--- src/rtl/pipe_sequencer_if.sv ---
// Pipeline-control bundle between the hazard/debug sources and the sequencer.
// Handshake: none; all fields are single-cycle levels or pulses sampled on clk.
interface pipe_sequencer_if #(
    parameter int REG_ADDR_WID = 3
);
    logic [REG_ADDR_WID-1:0] id_rs1;
    logic [REG_ADDR_WID-1:0] id_rs2;
    logic                    id_use_rs1;
    logic                    id_use_rs2;
    logic                    ex_is_load;
    logic [REG_ADDR_WID-1:0] ex_rd;
    logic                    branch_taken;
    logic                    halt_req;
    logic                    run_req;
    logic                    step_req;
    logic                    if_en;
    logic                    id_en;
    logic                    ex_en;
    logic                    ex_bubble;
    logic                    flush_if_id;
    logic                    halted;
    logic [15:0]             stall_cnt;

    modport master (
        output id_rs1, id_rs2, id_use_rs1, id_use_rs2, ex_is_load, ex_rd,
        output branch_taken, halt_req, run_req, step_req,
        input  if_en, id_en, ex_en, ex_bubble, flush_if_id, halted, stall_cnt
    );

    modport slave (
        input  id_rs1, id_rs2, id_use_rs1, id_use_rs2, ex_is_load, ex_rd,
        input  branch_taken, halt_req, run_req, step_req,
        output if_en, id_en, ex_en, ex_bubble, flush_if_id, halted, stall_cnt
    );
endinterface

--- src/rtl/pipe_sequencer.sv ---
// Central pipeline control: boot freeze, load-use stalls, branch flushes and
// debug halt/run/single-step. Control outputs are Mealy on hazard inputs.
module pipe_sequencer #(
    parameter int REG_ADDR_WID = 3,
    parameter int BOOT_CYCLES  = 2,
    parameter int FLUSH_CYCLES = 2,
    parameter int LOAD_LAT     = 1
) (
    input  logic                clk,
    input  logic                rst,
    pipe_sequencer_if.slave     bus,
    output logic [2:0]          o_state
);

    typedef enum logic [2:0] {
        S_BOOT   = 3'd0,
        S_RUN    = 3'd1,
        S_LSTALL = 3'd2,
        S_BFLUSH = 3'd3,
        S_HALT   = 3'd4,
        S_STEP   = 3'd5
    } state_t;

    localparam logic [3:0] CNT_BOOT  = 4'(BOOT_CYCLES - 1);
    localparam logic [3:0] CNT_FLUSH = 4'((FLUSH_CYCLES > 1) ? FLUSH_CYCLES - 2 : 0);
    localparam logic [3:0] CNT_LOAD  = 4'((LOAD_LAT > 1) ? LOAD_LAT - 2 : 0);

    state_t                  r_state;
    logic [3:0]              r_cnt;
    logic                    r_ret_halt;
    logic [15:0]             r_stall_cnt;

    state_t                  w_state_nxt;
    logic [3:0]              w_cnt_nxt;
    logic                    w_ret_halt_nxt;

    logic [REG_ADDR_WID-1:0] w_rs1;
    logic [REG_ADDR_WID-1:0] w_rs2;
    logic [REG_ADDR_WID-1:0] w_rd;
    logic                    w_lu;

    logic                    w_if_en;
    logic                    w_id_en;
    logic                    w_ex_en;
    logic                    w_ex_bubble;
    logic                    w_flush;
    logic                    w_halted;
    logic                    w_stall_inc;

    assign w_rs1 = bus.id_rs1;
    assign w_rs2 = bus.id_rs2;
    assign w_rd  = bus.ex_rd;
    assign w_lu  = bus.ex_is_load &
                   ((bus.id_use_rs1 && (w_rs1 == w_rd)) ||
                    (bus.id_use_rs2 && (w_rs2 == w_rd)));

    // State register; reset drops straight into BOOT so outputs go quiet at once.
    always_ff @(posedge clk or posedge rst) begin
        if (rst) begin
            r_state     <= S_BOOT;
            r_cnt       <= CNT_BOOT;
            r_ret_halt  <= 1'b0;
            r_stall_cnt <= 16'd0;
        end else begin
            r_state    <= w_state_nxt;
            r_cnt      <= w_cnt_nxt;
            r_ret_halt <= w_ret_halt_nxt;
            if (w_stall_inc && (r_stall_cnt != 16'hFFFF)) begin
                r_stall_cnt <= r_stall_cnt + 16'd1;
            end
        end
    end

    always_comb begin
        w_state_nxt    = r_state;
        w_cnt_nxt      = r_cnt;
        w_ret_halt_nxt = r_ret_halt;
        case (r_state)
            S_BOOT: begin
                if (r_cnt == 4'd0) begin
                    w_state_nxt = bus.halt_req ? S_HALT : S_RUN;
                end else begin
                    w_cnt_nxt = r_cnt - 4'd1;
                end
            end
            S_RUN, S_STEP: begin
                // ret_halt only survives when a step launches a multi-cycle hazard.
                w_ret_halt_nxt = 1'b0;
                if (bus.branch_taken) begin
                    if (FLUSH_CYCLES > 1) begin
                        w_state_nxt    = S_BFLUSH;
                        w_cnt_nxt      = CNT_FLUSH;
                        w_ret_halt_nxt = (r_state == S_STEP);
                    end else begin
                        w_state_nxt = (r_state == S_STEP) ? S_HALT : S_RUN;
                    end
                end else if (w_lu) begin
                    if (LOAD_LAT > 1) begin
                        w_state_nxt    = S_LSTALL;
                        w_cnt_nxt      = CNT_LOAD;
                        w_ret_halt_nxt = (r_state == S_STEP);
                    end else begin
                        w_state_nxt = (r_state == S_STEP) ? S_HALT : S_RUN;
                    end
                end else if (r_state == S_STEP) begin
                    w_state_nxt = S_HALT;
                end else begin
                    w_state_nxt = bus.halt_req ? S_HALT : S_RUN;
                end
            end
            S_LSTALL, S_BFLUSH: begin
                if (r_cnt == 4'd0) begin
                    w_state_nxt    = r_ret_halt ? S_HALT : S_RUN;
                    w_ret_halt_nxt = 1'b0;
                end else begin
                    w_cnt_nxt = r_cnt - 4'd1;
                end
            end
            S_HALT: begin
                w_ret_halt_nxt = 1'b0;
                if (bus.run_req) begin
                    w_state_nxt = S_RUN;
                end else if (bus.step_req) begin
                    w_state_nxt = S_STEP;
                end
            end
            default: begin
                w_state_nxt    = S_BOOT;
                w_cnt_nxt      = CNT_BOOT;
                w_ret_halt_nxt = 1'b0;
            end
        endcase
    end

    always_comb begin
        w_if_en     = 1'b0;
        w_id_en     = 1'b0;
        w_ex_en     = 1'b0;
        w_ex_bubble = 1'b0;
        w_flush     = 1'b0;
        w_halted    = 1'b0;
        w_stall_inc = 1'b0;
        case (r_state)
            S_RUN, S_STEP: begin
                w_if_en = 1'b1;
                w_id_en = 1'b1;
                w_ex_en = 1'b1;
                // A taken branch squashes the dependent instruction, so no stall.
                if (bus.branch_taken) begin
                    w_flush = 1'b1;
                end else if (w_lu) begin
                    w_if_en     = 1'b0;
                    w_id_en     = 1'b0;
                    w_ex_bubble = 1'b1;
                    w_stall_inc = 1'b1;
                end
            end
            S_LSTALL: begin
                w_ex_en     = 1'b1;
                w_ex_bubble = 1'b1;
                w_stall_inc = 1'b1;
            end
            S_BFLUSH: begin
                w_if_en = 1'b1;
                w_id_en = 1'b1;
                w_ex_en = 1'b1;
                w_flush = 1'b1;
            end
            S_HALT: begin
                w_halted = 1'b1;
            end
            default: begin
                w_if_en = 1'b0;
            end
        endcase
    end

    assign bus.if_en       = w_if_en;
    assign bus.id_en       = w_id_en;
    assign bus.ex_en       = w_ex_en;
    assign bus.ex_bubble   = w_ex_bubble;
    assign bus.flush_if_id = w_flush;
    assign bus.halted      = w_halted;
    assign bus.stall_cnt   = r_stall_cnt;
    assign o_state         = r_state;

endmodule

--- src/flat_wrapper.sv ---
// flat-port wrapper written by rule: the top's interface ports become plain ports
module pipe_sequencer_flat 
#(
    parameter int REG_ADDR_WID = 3,
    parameter int BOOT_CYCLES  = 2,
    parameter int FLUSH_CYCLES = 2,
    parameter int LOAD_LAT     = 1
)
  (clk, rst, o_state, bus_id_rs1, bus_id_rs2, bus_id_use_rs1, bus_id_use_rs2, bus_ex_is_load, bus_ex_rd, bus_branch_taken, bus_halt_req, bus_run_req, bus_step_req, bus_if_en, bus_id_en, bus_ex_en, bus_ex_bubble, bus_flush_if_id, bus_halted, bus_stall_cnt);
  pipe_sequencer_if #(.REG_ADDR_WID(REG_ADDR_WID)) bus_i ();
  input  logic clk;
  input  logic rst;
  output logic [2:0] o_state;
  input wire logic [$bits(bus_i.id_rs1)-1:0] bus_id_rs1;
  input wire logic [$bits(bus_i.id_rs2)-1:0] bus_id_rs2;
  input wire logic [$bits(bus_i.id_use_rs1)-1:0] bus_id_use_rs1;
  input wire logic [$bits(bus_i.id_use_rs2)-1:0] bus_id_use_rs2;
  input wire logic [$bits(bus_i.ex_is_load)-1:0] bus_ex_is_load;
  input wire logic [$bits(bus_i.ex_rd)-1:0] bus_ex_rd;
  input wire logic [$bits(bus_i.branch_taken)-1:0] bus_branch_taken;
  input wire logic [$bits(bus_i.halt_req)-1:0] bus_halt_req;
  input wire logic [$bits(bus_i.run_req)-1:0] bus_run_req;
  input wire logic [$bits(bus_i.step_req)-1:0] bus_step_req;
  output wire logic [$bits(bus_i.if_en)-1:0] bus_if_en;
  output wire logic [$bits(bus_i.id_en)-1:0] bus_id_en;
  output wire logic [$bits(bus_i.ex_en)-1:0] bus_ex_en;
  output wire logic [$bits(bus_i.ex_bubble)-1:0] bus_ex_bubble;
  output wire logic [$bits(bus_i.flush_if_id)-1:0] bus_flush_if_id;
  output wire logic [$bits(bus_i.halted)-1:0] bus_halted;
  output wire logic [$bits(bus_i.stall_cnt)-1:0] bus_stall_cnt;
  assign bus_i.id_rs1 = bus_id_rs1;
  assign bus_i.id_rs2 = bus_id_rs2;
  assign bus_i.id_use_rs1 = bus_id_use_rs1;
  assign bus_i.id_use_rs2 = bus_id_use_rs2;
  assign bus_i.ex_is_load = bus_ex_is_load;
  assign bus_i.ex_rd = bus_ex_rd;
  assign bus_i.branch_taken = bus_branch_taken;
  assign bus_i.halt_req = bus_halt_req;
  assign bus_i.run_req = bus_run_req;
  assign bus_i.step_req = bus_step_req;
  assign bus_if_en = bus_i.if_en;
  assign bus_id_en = bus_i.id_en;
  assign bus_ex_en = bus_i.ex_en;
  assign bus_ex_bubble = bus_i.ex_bubble;
  assign bus_flush_if_id = bus_i.flush_if_id;
  assign bus_halted = bus_i.halted;
  assign bus_stall_cnt = bus_i.stall_cnt;
  pipe_sequencer #(.REG_ADDR_WID(REG_ADDR_WID), .BOOT_CYCLES(BOOT_CYCLES), .FLUSH_CYCLES(FLUSH_CYCLES), .LOAD_LAT(LOAD_LAT)) u_core (.clk(clk), .rst(rst), .bus(bus_i), .o_state(o_state));
endmodule
--- config.mk ---
export PLATFORM = sky130hd
export DESIGN_NAME = pipe_sequencer_flat
export DESIGN_NICKNAME = d
export VERILOG_FILES = /design/src/rtl/pipe_sequencer_if.sv /design/src/rtl/pipe_sequencer.sv /design/src/flat_wrapper.sv
export SDC_FILE = /design/constraint.sdc
export NUM_CORES = 1
export LEC_CHECK = 0
export ABC_AREA = 1
export BUFFER_PORTS_ARGS = -buffer_cell sky130_fd_sc_hd__buf_2
export CORE_ASPECT_RATIO = 1.5
export CORE_MARGIN = 2
export CORE_UTILIZATION = 53
export CTS_CLUSTER_SIZE = 20
export DETAILED_ROUTE_END_ITERATION = 10
export GPL_TIMING_DRIVEN = 0
export PLACE_DENSITY_LB_ADDON = 0.25
export SYNTH_ARGS = -nofsm -noshare
export SYNTH_HDL_FRONTEND = slang
export SYNTH_SLANG_ARGS = --single-unit
export TNS_END_PERCENT = 10
--- constraint.sdc ---
create_clock -name clk -period 1.7 [get_ports clk]
set_input_delay 0.085 -clock clk [delete_from_list [all_inputs] [get_ports clk]]
set_output_delay 0.085 -clock clk [all_outputs]
set_load 0.01 [all_outputs]
==> impl_metrics.yaml <==
sta:
  period_share_pct: 96.75
  max_slew_margin_pct: 40.36
  rsz0062_at_grt: "true"
  hold_slack_ps: -9.173
  final.setup.worst_slack_ps: 55.22
  setup_viol: 0
  timing.final.crit_period_ps: 1645
  timing.fmax_mhz: 608.0
  final_max_slew_viol_count: 0
  clock_skew_ps: 3.730
  finalHoldViolCount: 21
  worst_pin_slew_ps: 893.7
route:
  route.detailed.drc: 0
  antenna_left: 0
  num_vias: 1628
  first_pass_iters: 5
  wirelength_um: 3813
  drt_iter0_drc: 49
  wl_per_cell_um: 11.70
  via_per_inst: 4.994
worst_setup_path:
  timing.rr.start: "u_core.bus.stall_cnt[0]"
  cp_common_cell: "nand2_1"
  crit_end: "u_core.bus.stall_cnt[14]"
  worst-setup-path-type: "flop to flop"
  cp.arrival_ps: 1820
  r2r_end: "u_core.bus.stall_cnt[14]"
  worst_ep_required_time_ps: 1870
  cp-end-kind: "flop"
  critPathMaxStageDelay_ps: 410
  reg2reg_slack_ps: 60
  critPathLaunchType: "flop"
  setup.worst_path.start: "u_core.bus.stall_cnt[0]"
  crit_chain: "ha_1, nand2_1, nor2_4, nand3b_1, nor2_1, nand2_1, nand2_1, nand2_1, nand3_1, nand2_1"
  cp_max_fo: 4
  cp_slowest_cell: "dfrtp_1"
  r2r_cells: 10
placement:
  port_buffers: 42
  dp_cells: 315
  dpl-instance-area_sq_mm: 0.001921
  gp_congestion: 0.8486
  hpwl_um: 2762
  place_ws_ps: -144.2
global_route:
  gr-total-overflow: 0
  grt_first_pass_wirelength_um: 6561
  grt_use_total_pct: 23.16
  grt_max_degree: 25
  first_global_vias: 1630
  grt_antenna_before_repair: 0
synth:
  syn_area_sq_mm: 0.001662
  syn_area_per_cell_sq_um: 7.101
  synth_area_leader_cell: "dfrtp_1"
  ys_ff_latch: 24
  yosysSeqAreaShare_pct: 36.22
  syn_nets: 254
  synth_warnings: 0
  netlist_instances: 234
  synth.area.top_cells: "dfrtp_1 (35%), nand2_1 (18%), inv_1 (7.0%)"
  ys_types: 28
  synth_top_area_share_pct: 34.64
power:
  leakagePower_nw: 1.210
  power_density_mw_per_mm2: 1300
  irDropWorstVdd_mv: 1.071
finish:
  regArea_sq_um: 605.6
  finalInstanceArea_sq_mm: 0.002061
  syn2layout_area_growth_pct: 24.02
  drive_above_1_share_pct: 28.22
  final_cell_mix: "nand2_1 (77), buf_2 (43), inv_1 (31)"
  layout_commonest_cell: "nand2_1"
  nFillCells: 273
  layout.nets: 308
  final_util_pct: 70.03
  final_cells: 326
  multi_input_area_sq_um: 929.6
  antenna_cells: 0
status:
  run_status: "complete, but fails checks"
  violations: "hold timing"
cts:
  numClockSinks: 24
  path_clk_slew_ps: 90
  cts_inserted_buffers: 3
  clk_latency_ps: 270
  cts_buffer_depth: 2
  htreeDepth: 1
  cts_tree: "built"
  cts-root-buf: "clkbuf_8"
  ctsHoldBuffers: 0
floorplanning:
  num_rows: 24
  fp.dieH_um: 72.58
  core-area_sq_mm: 0.002943
  io_pins: 43
  fp.dieW_um: 49.72
  start_util_pct: 56.46
  dieArea_sq_mm: 0.003608
worst_hold_path:
  hold_path.class: "primary input to async pin"
job:
  max_cap_viol_count: 0
[per-stage QoR]
stage	total power, mW	setup TNS [ps]
after detailed placement	2.142	-1847
after global routing	2.877	-134.7
final	2.678	0
after floorplan	1.780	0
after CTS	2.587	0
after global placement	2.107	-1370
[routing by layer]
metal | vias to the layer above | GRT usage, % | share of wire (%)
met5 | - | 0 | 0
met4 | 0 | 11.73 | 2.4
met3 | 13 | 3.689 | 3.8
met2 | 44 | 42.96 | 53
met1 | 735 | 25.00 | 41
li1 | 836 | - | -
[sequential cells by signal, summed over array words and instances (netlist names)]
register              cells
u_core.o_state            3
u_core.r_cnt              4
u_core.r_ret_halt         1
u_core.bus.stall_cnt     16
[logic make-up (layout without fill, tap and decap cells)]
| family | Yosys count | count (layout) | synth area share [%] |
|---|---|---|---|
| buffers and inverters | 37 | 90 | 9.563 |
| adder cells (fa/ha/maj) | 2 | 2 | 1.506 |
| AND/OR/NAND/NOR | 141 | 141 | 38.93 |
| AO/OA/AOI/OAI | 16 | 16 | 6.400 |
| flip-flops | 24 | 24 | 36.22 |
| XOR/XNOR | 14 | 14 | 7.380 |
[worst max-delay path: cells and delay by family (launching register included)]
family,cells,cell delay [ps]
flip-flops,1,410
AND/OR/NAND/NOR,9,930
adder cells (fa/ha/maj),1,220
[worst min-delay path by stage]
stage	end	slack [ps]	depth (start not counted)
finish	u_core.bus.stall_cnt[10]	-9	2
floorplan	u_core.bus.stall_cnt[0]	100	1
detailed placement	u_core.bus.stall_cnt[10]	320	2
CTS	u_core.bus.stall_cnt[10]	30	2
global route	u_core.o_state[2]	60	3
global placement	u_core.r_cnt[1]	310	2
[cell type report]
type | instances | area share [%]
Clock buffer | 4 | 2.672
Multi-Input combinational cell | 173 | 45.11
Buffer | 4 | 1.700
Inverter | 33 | 6.011
Tap cell | 39 | 2.368
Sequential cell | 24 | 29.39
Timing Repair Buffer | 49 | 12.75
[cell usage after synthesis]
cell type and instances:
ha_1 2, nor2_1 19, dfrtp_1 23, nor3_2 1
o211ai_1 1, a21oi_1 2, nor3_1 4, nand4_1 2
buf_6 2, nand3_1 21, or2_2 1, dfstp_2 1
nand4_2 1, nand2_4 2, xnor2_1 5, nand2_2 7
o22ai_1 4, a21o_2 1, nand3b_1 4, nor2_8 1
xor2_1 9, inv_1 31, inv_2 2, o21ai_0 7
buf_4 1, o22ai_4 1, nand2_1 78, buf_2 1
[repair_timing]
action / in CTS / in global routing
pin swaps: 1 / 0
endpoints found under the setup margin: 17 / 20
gates resized for setup: 5 / 5
endpoints found under the hold margin: 0 / 0
setup buffers: 3 / 4
[report_power, final]
group	total, mW	switching (mW)	internal (mW)
Sequential	0.843	0.129	0.713
Combinational	1.44	0.820	0.619
Clock	0.396	0.189	0.207
Total	2.68	1.14	1.54
(Power assumes the default switching activity.)
